<file path="src/rtl/keypad_scan_pkg.sv">
// Shared definitions for the 4x4 keypad scanner: FSM encodings, row reset pattern,
// board legend key codes and a lowest-low-bit helper.
package keypad_scan_pkg;

  typedef enum logic [1:0] {
    SCAN     = 2'd0,
    DB_PRESS = 2'd1,
    HELD     = 2'd2,
    DB_REL   = 2'd3
  } state_t;

  localparam logic [3:0] ROW_RESET = 4'b1110;

  // Board legend: key_code = row*4 + col
  localparam logic [3:0] KEY_1    = 4'd0;
  localparam logic [3:0] KEY_2    = 4'd1;
  localparam logic [3:0] KEY_3    = 4'd2;
  localparam logic [3:0] KEY_A    = 4'd3;
  localparam logic [3:0] KEY_4    = 4'd4;
  localparam logic [3:0] KEY_5    = 4'd5;
  localparam logic [3:0] KEY_6    = 4'd6;
  localparam logic [3:0] KEY_B    = 4'd7;
  localparam logic [3:0] KEY_7    = 4'd8;
  localparam logic [3:0] KEY_8    = 4'd9;
  localparam logic [3:0] KEY_9    = 4'd10;
  localparam logic [3:0] KEY_C    = 4'd11;
  localparam logic [3:0] KEY_STAR = 4'd12;
  localparam logic [3:0] KEY_0    = 4'd13;
  localparam logic [3:0] KEY_HASH = 4'd14;
  localparam logic [3:0] KEY_D    = 4'd15;

  // Index of the lowest-numbered zero bit; serves both column priority and row index.
  function automatic logic [1:0] first_low(input logic [3:0] v);
    first_low = 2'd0;
    for (int i = 3; i >= 0; i--) begin
      if (!v[i]) first_low = 2'(i);
    end
  endfunction

endpackage

</file>
<file path="src/rtl/keypad_scan_tick_gen.sv">
// Free-running enable-pulse divider: tick is high for one clk every 2^SCAN_EXP clks.
module scan_tick_gen #(
  parameter int SCAN_EXP = 16
) (
  input  logic clk,
  input  logic reset,
  output logic tick
);

  logic [SCAN_EXP-1:0] div_q, div_d;

  always_comb begin
    div_d = div_q + 1'b1;
  end

  always_ff @(posedge clk or posedge reset) begin
    if (reset) div_q <= '0;
    else       div_q <= div_d;
  end

  assign tick = &div_q;

endmodule

</file>
<file path="src/rtl/keypad_scan.sv">
// 4x4 matrix keypad scanner: one-cold row drive, synchronised column sampling,
// debounced press/release with a one-clk key_valid pulse and a held key_down level.
module keypad_scan
  import keypad_scan_pkg::*;
#(
  parameter int SCAN_EXP   = 16,
  parameter int DEBOUNCE_N = 4
) (
  input  logic       clk,
  input  logic       reset,
  input  logic [3:0] col_in,
  output logic [3:0] row_out,
  output logic [3:0] key_code,
  output logic       key_valid,
  output logic       key_down
);

  localparam logic [2:0] CNT_DONE = 3'(DEBOUNCE_N);

  logic       tick;
  logic [3:0] col_meta_q, col_sync_q;
  state_t     state_q, state_d;
  logic [3:0] row_q, row_d;
  logic [1:0] row_idx_q, row_idx_d;
  logic [1:0] col_idx_q, col_idx_d;
  logic [2:0] cnt_q, cnt_d;
  logic [3:0] key_code_q, key_code_d;
  logic       key_valid_q, key_valid_d;
  logic       key_down_q, key_down_d;
  logic       col_hit;
  logic [2:0] cnt_inc;
  logic [3:0] row_next;

  scan_tick_gen #(.SCAN_EXP(SCAN_EXP)) u_tick (
    .clk   (clk),
    .reset (reset),
    .tick  (tick)
  );

  always_ff @(posedge clk or posedge reset) begin
    if (reset) begin
      col_meta_q <= 4'hF;
      col_sync_q <= 4'hF;
    end else begin
      col_meta_q <= col_in;
      col_sync_q <= col_meta_q;
    end
  end

  always_comb begin
    state_d     = state_q;
    row_d       = row_q;
    row_idx_d   = row_idx_q;
    col_idx_d   = col_idx_q;
    cnt_d       = cnt_q;
    key_code_d  = key_code_q;
    key_valid_d = 1'b0;
    key_down_d  = key_down_q;
    col_hit     = ~col_sync_q[col_idx_q];
    cnt_inc     = (cnt_q == 3'd7) ? cnt_q : cnt_q + 3'd1;
    row_next    = {row_q[2:0], row_q[3]};

    if (tick) begin
      case (state_q)
        SCAN: begin
          if (col_sync_q != 4'hF) begin
            row_idx_d = first_low(row_q);
            col_idx_d = first_low(col_sync_q);
            cnt_d     = 3'd1;
            state_d   = DB_PRESS;
          end else begin
            row_d = row_next;
          end
        end
        DB_PRESS: begin
          if (col_hit) begin
            cnt_d = cnt_inc;
            if (cnt_inc == CNT_DONE) begin
              state_d     = HELD;
              key_code_d  = {row_idx_q, col_idx_q};
              key_valid_d = 1'b1;
              key_down_d  = 1'b1;
            end
          end else begin
            state_d = SCAN;
            row_d   = row_next;
          end
        end
        // Row stays frozen here, so keys on other rows are invisible (no rollover).
        HELD: begin
          if (!col_hit) begin
            cnt_d   = 3'd1;
            state_d = DB_REL;
          end
        end
        DB_REL: begin
          if (!col_hit) begin
            cnt_d = cnt_inc;
            if (cnt_inc == CNT_DONE) begin
              key_down_d = 1'b0;
              state_d    = SCAN;
              row_d      = row_next;
            end
          end else begin
            state_d = HELD;
          end
        end
        default: state_d = SCAN;
      endcase
    end
  end

  always_ff @(posedge clk or posedge reset) begin
    if (reset) begin
      state_q     <= SCAN;
      row_q       <= ROW_RESET;
      row_idx_q   <= 2'd0;
      col_idx_q   <= 2'd0;
      cnt_q       <= 3'd0;
      key_code_q  <= 4'd0;
      key_valid_q <= 1'b0;
      key_down_q  <= 1'b0;
    end else begin
      state_q     <= state_d;
      row_q       <= row_d;
      row_idx_q   <= row_idx_d;
      col_idx_q   <= col_idx_d;
      cnt_q       <= cnt_d;
      key_code_q  <= key_code_d;
      key_valid_q <= key_valid_d;
      key_down_q  <= key_down_d;
    end
  end

  assign row_out   = row_q;
  assign key_code  = key_code_q;
  assign key_valid = key_valid_q;
  assign key_down  = key_down_q;

endmodule

</file>
<file path="config.mk">
export PLATFORM = sky130hd
export DESIGN_NAME = keypad_scan
export DESIGN_NICKNAME = d
export VERILOG_FILES = /design/src/rtl/keypad_scan_pkg.sv /design/src/rtl/keypad_scan_tick_gen.sv /design/src/rtl/keypad_scan.sv
export SDC_FILE = /design/constraint.sdc
export NUM_CORES = 1
export LEC_CHECK = 0
export CORE_ASPECT_RATIO = 1.4
export CORE_MARGIN = 2
export CORE_UTILIZATION = 60
export DETAILED_ROUTE_END_ITERATION = 10
export GPL_TIMING_DRIVEN = 0
export PLACE_DENSITY = 0.82
export RECOVER_POWER = 100
export REMOVE_ABC_BUFFERS = 1
export SLEW_MARGIN = 10
export SYNTH_ARGS = -nofsm -noshare
export SYNTH_HDL_FRONTEND = slang
export SYNTH_SLANG_ARGS = --single-unit
</file>
<file path="constraint.sdc">
create_clock -name clk -period 5.15 [get_ports clk]
set_input_delay 0.7725 -clock clk [delete_from_list [all_inputs] [get_ports clk]]
set_output_delay 0.7725 -clock clk [all_outputs]
set_load 0.05 [all_outputs]
</file>
-- Yosys cells after proc, flatten, opt, wreduce, memory -nomap -nowiden
Cells that the tools add are included.
Widths: inputs -> output; s select.
- register bits: 43
- bits of input ports: 6
- output and inout bits: 10
- logic and storage cells: 78
- $add $sub $neg: 2
- magnitude comparators: 1
- equality and inequality tests: 16
- multiplexer cells: 37
- bitwise logic cells: 1
- reductions and logical operators: 10
- operator list (kind ; count):
    $reduce_and 21->1 ; 2
    $reduce_and 20->1 ; 2
    $mux 2 ; 14
    $reduce_and 19->1 ; 1
    $reduce_and 18->1 ; 1
    $add 16x1->16 const B ; 1
    $mux 4 ; 4
    $ne 2x2->1 const B ; 8
    $reduce_and 16->1 ; 1
    $mux 3 ; 5
    $pmux 3 s4 ; 1
    $pmux 4 s3 ; 1
    $mux 1 ; 9
    $pmux 2 s4 ; 1
    $eq 3x3->1 const B ; 2
    $ne 3x3->1 const B ; 2
    $eq 2x2->1 const B ; 2
    $ne 4x4->1 const B ; 1
    $add 3x1->3 const B ; 1
    $lt 2x3->1 const B ; 1
    $reduce_bool 3->1 ; 1
    $bmux 1 s2 ; 1
    $eq 2x1->1 const B ; 1
    $logic_not 2->1 ; 1
    3 further kinds ; 3

-- Longest topological paths before layout
- word-level depth: 7
- mapped depth: 7
- mapped depth without buffers: 7

-- Hierarchy
From an unflattened synthesis, not the netlist that was laid out.
- cell total of the unflattened synthesis: 163
- area total of the unflattened synthesis: 1964.4 µm²
- by module, submodules not included (module ; instances ; cells each ; area an instance (µm²)):
    keypad_scan ; 1 ; 103 ; 1218.7
    scan_tick_gen ; 1 ; 60 ; 745.7

-- Worst setup path before layout
No wires, ideal clock.
- kind: register -> register
- from: reg cnt_q[0]
- to: reg key_code_q[0] (netlist: key_code[0])
- library setup time: 125 ps
- arrival time: 1858 ps
- required time: 5025 ps
- slack: 3167 ps
- cell stages (with the launch flop): 7
- buffers on the path: 0
- cells stage by stage: dfrtp_1 > ha_1 > nand2_1 > o32ai_1 > nand3_1 > nor4_4 > mux2_2
- word-level cells in the longest chain between the ends: 4
- RTL lines (item ; line ; text):
    start: declaration ; keypad_scan.sv:26 ; logic [2:0] cnt_q, cnt_d;
    start signal: assignment ; keypad_scan.sv:128 ; cnt_q <= cnt_d;
    $add 3x1->3 / $eq 3x3->1 (equally long branches) ; keypad_scan.sv:60 ; cnt_inc = (cnt_q == 3'd7) ? cnt_q : cnt_q + 3'd1;
    $mux 3 * ; keypad_scan.sv:60 ;
    $eq 3x3->1 * ; keypad_scan.sv:78 ; if (cnt_inc == CNT_DONE) begin
    $reduce_and 19->1 (no line) * ; - ;
    end signal: assignment ; keypad_scan.sv:129 ; key_code_q <= key_code_d;
    end: declaration ; keypad_scan.sv:27 ; logic [3:0] key_code_q, key_code_d;
Mark *: on every way between the ends. The rest lies on a longest branch, timed or not.
A chain may end at the register's enable or synchronous reset.

-- Worst setup path in the final report
- from: reg u_tick.div_q[0]
- to: reg cnt_q[1]
- word-level cells in the longest chain between the ends: 1
- RTL lines (item ; line ; text):
    start: declaration ; keypad_scan_tick_gen.sv:10 ; logic [SCAN_EXP-1:0] div_q, div_d;
    start signal: assignment ; keypad_scan_tick_gen.sv:18 ; else div_q <= div_d;
    $reduce_and 20->1 (no line) ; - ;
No other way between the ends.

==> summary.txt <==
Worst hold path
  – Worst Hold Class: register to register

Setup path
  – Worst EP required: 5.34 ns
  – CP max FO: 6
  – Crit path from: u_tick.div_q[0]$_DFF_PP0_
  – Cells along the critical path: ha_1 > and2_0 > nand4_1 > a2111oi_0 > a31oi_1 > a31o_2
  – Crit path to: cnt_q[1]$_DFFE_PP0P_
  – Critical Path Start Type: register
  – Worst r2r dst: cnt_q[1]$_DFFE_PP0P_
  – Slowest stage delay, CP: 1.13 ns
  – Worst reg2reg setup slack: 2.41 ns
  – Worst reg2reg path depth: 6
  – CP endpoint kind: register
  – Worst r2r src: u_tick.div_q[0]$_DFF_PP0_
  – Max stage delay cell, worst path: a2111oi_0
  – Crit path DAT: 2.92 ns
  – Kind of critical path: register to register

Yosys
  – Cell variety after synth: 39
  – Main synth FF type: dfrtp_1
  – Share of flip-flops with an asynchronous set or reset: 1.00
  – YS warnings: 0
  – Avg Synthesized Cell Area: 11.6 µm²
  – Yosys reg bits: 43
  – Gate Count Post-Synth: 170
  – Mapped Area: 1970 µm²
  – Register area share after synthesis: 0.553
  – EDFF count, synth: 0

Power
  – Pwr dens: between 200 and 300 nW/µm²
  – Switching power total: 116 µW
  – Comb power frac: 0.022
  – Peak supply drop: 220 µV
  – Clock network power share: 0.373
  – Net Sw Frac: 0.203
  – Lkg Pwr: 1.04 nW
  – Pint: 456 µW
  – Sequential power share: 0.604
  – Total power: 572 µW

Drt
  – Routed wire length: between 3000 and 4000 µm
  – Via density: approximately 5.6
  – Vias: 1,290
  – Initial DRT Pass Iterations: 4
  – Post-route ant nets: 0
  – WL per Instance: between 10 and 15 µm
  – Residual DRC count: 0
  – Iteration-0 DRC Markers: 19

Cells and area
  – Nets: 201
  – Final Util: 0.704
  – Commonest non-fill, non-tap cell in the layout: dfrtp_1
  – Share of cells above drive strength 1: 0.137
  – Commonest non-fill, non-tap cells in the layout: dfrtp_1, nand2_1, dlygate4sd3_1
  – # diodes: 0
  – Fin area: 2200 µm²
  – Synth-to-Final Area Change: 11.5%

Run status
  – Failing checks: max-capacitance violations, max-slew violations
  – Status: finished, violations left

Global routing
  – Total track usage: 0.209
  – Global-route wire length before repair: 5770 µm
  – Busiest grt layer: met2
  – Grt met3 use: 0.0563
  – Met2 Track Usage GR: 0.340
  – Initial antenna violation count: 0
  – Vias in the first global route: roughly 1,300
  – Met1 usage in global routing: 0.262
  – Grt total ovfl: 0
  – Largest net degree at the start of global routing: 44

Placed design
  – Placed Area: 2160 µm²
  – Placer Congestion: 0.817
  – PortBufs: 15
  – Dpl hpwl: about 2400 µm

Clocking
  – Post-CTS sizing: 0
  – Post-CTS Setup Bufs: 0
  – CTS root buf: clkbuf_8
  – Reg clk slew, reported paths: 0.08 ns
  – TritonCTS Sinks: between 40 and 50
  – Htree depth: 2
  – TritonCTS Buffers: 5
  – CTS tree: built
  – Worst-Skew Late Latency: 0.29 ns
  – Max Buffers Root-to-Sink: 2
  – Hold buffer count at cts: 0

Die
  – Num rows: 24
  – Die Wd: 52.4 µm
  – Die area: 3770 µm²
  – Total core area: 3120 µm²
  – Starting Density: 0.631
  – Die H: 71.8 µm
  – I/O pin cnt: 16

STA
  – Final Skew: 0.0142 ns
  – Slew HR: -0.0285
  – Fin crit period: 2.74 ns
  – Fmax: 365 MHz
  – Max-slew violations: 44
  – Setup Viol. Count Final: 0
  – TNS Setup: 0 ns
  – Slew at the pin closest to its max-slew limit: 1.54 ns
  – Final hold vios: 0
  – Tcrit/Tclk final: 0.532
  – RSZ-0062 raised after global routing: false

Flow run
  – Max-cap violation count: 1
[layout make-up]
type	count	area [µm²]
clock buffers	7	86.3
clock inverters	1	5.00
fillers	234	926
inverters	11	41.3
multi-input cells	113	776
flip-flops and latches	43	1090
well taps	39	48.8
repair buffers	15	150
[per-stage QoR]
| step | std cells | worst slack (ns) | hold slack (ns) |
|---|---|---|---|
| 2_1_floorplan | 167 | 3.17 | 0.345 |
| 3_3_place_gp | 221 | 2.67 | 0.346 |
| 3_5_place_dp | 221 | 2.81 | 0.347 |
| 4_1_cts | 229 | 2.71 | 0.353 |
| 5_1_grt | 229 | 2.13 | 0.359 |
| 6_report | 229 | 2.41 | 0.350 |
[flip-flops by register name, indices dropped and copies added (netlist names), named ones only]
name and flops:
key_code 4, cnt_q 3, row_idx_q 2, key_down 1
col_meta_q 4, u_tick.div_q 16, key_valid 1, row_out 4
state_q 1, col_sync_q 4, col_idx_q 2
[logic make-up after synthesis]
logic type / count (synthesis) / synth area share
buffers and inverters: 14 / 0.0273
XOR/XNOR: 15 / 0.0667
flip-flops: 43 / 0.553
multiplexers: 12 / 0.0724
AND/OR/NAND/NOR: 60 / 0.168
AO/OA/AOI/OAI: 20 / 0.0743
adder cells (fa/ha/maj): 6 / 0.0381
[cells in the mapped netlist, types with 2 or more instances]
cell / count / area [µm²]
inv_1: 10 / 37.5
o21ai_0: 6 / 30.0
nand4_1: 4 / 25.0
nand2_1: 21 / 78.8
mux2_1: 4 / 45.0
or2_2: 2 / 12.5
and3_1: 4 / 25.0
dfrtp_1: 32 / 801
mux2i_1: 3 / 30.0
a31oi_1: 4 / 25.0
xor2_1: 7 / 61.3
dfstp_2: 11 / 289
a21oi_1: 4 / 20.0
mux2_2: 4 / 45.0
nor2_1: 10 / 37.5
nand3_1: 5 / 25.0
and2_1: 4 / 25.0
ha_1: 6 / 75.1
xnor2_1: 8 / 70.1
clkbuf_1: 2 / 7.51
[worst max-delay path: cells and delay by family, from the launching register on]
family / cells / cell delay [ns]
fa+ha+maj: 1 / 0.19
compound gates: 3 / 1.60
flops: 1 / 0.37
simple gates: 2 / 0.46
[worst min-delay path by stage]
stage                       startpoint                      end  depth (start not counted)  slack [ns]
6_report       col_meta_q[3]$_DFF_PP1_  col_sync_q[3]$_DFF_PP1_                          0        0.35
3_3_place_gp   col_meta_q[2]$_DFF_PP1_  col_sync_q[2]$_DFF_PP1_                          0        0.35
3_5_place_dp   col_meta_q[1]$_DFF_PP1_  col_sync_q[1]$_DFF_PP1_                          0        0.35
5_1_grt        col_meta_q[3]$_DFF_PP1_  col_sync_q[3]$_DFF_PP1_                          0        0.36
2_1_floorplan  col_meta_q[0]$_DFF_PP1_  col_sync_q[0]$_DFF_PP1_                          0        0.35
4_1_cts        col_meta_q[3]$_DFF_PP1_  col_sync_q[3]$_DFF_PP1_                          0        0.35
[per-layer routing]
layer,part of all wire,vias up
met5,0,-
met4,0.021,0
li1,-,619
met1,0.42,642
met2,0.53,20
met3,0.029,9
[power by group through the flow]
stage	combinational [mW]	clock, mW	sequential, mW
after floorplan	0.00830	0	0.351
after global placement	0.0136	0	0.351
after detailed placement	0.0145	0	0.352
after CTS	0.0147	0.222	0.345
after global routing	0.0150	0.232	0.346
final	0.0128	0.213	0.345
Power figures use the tool's default switching activity.
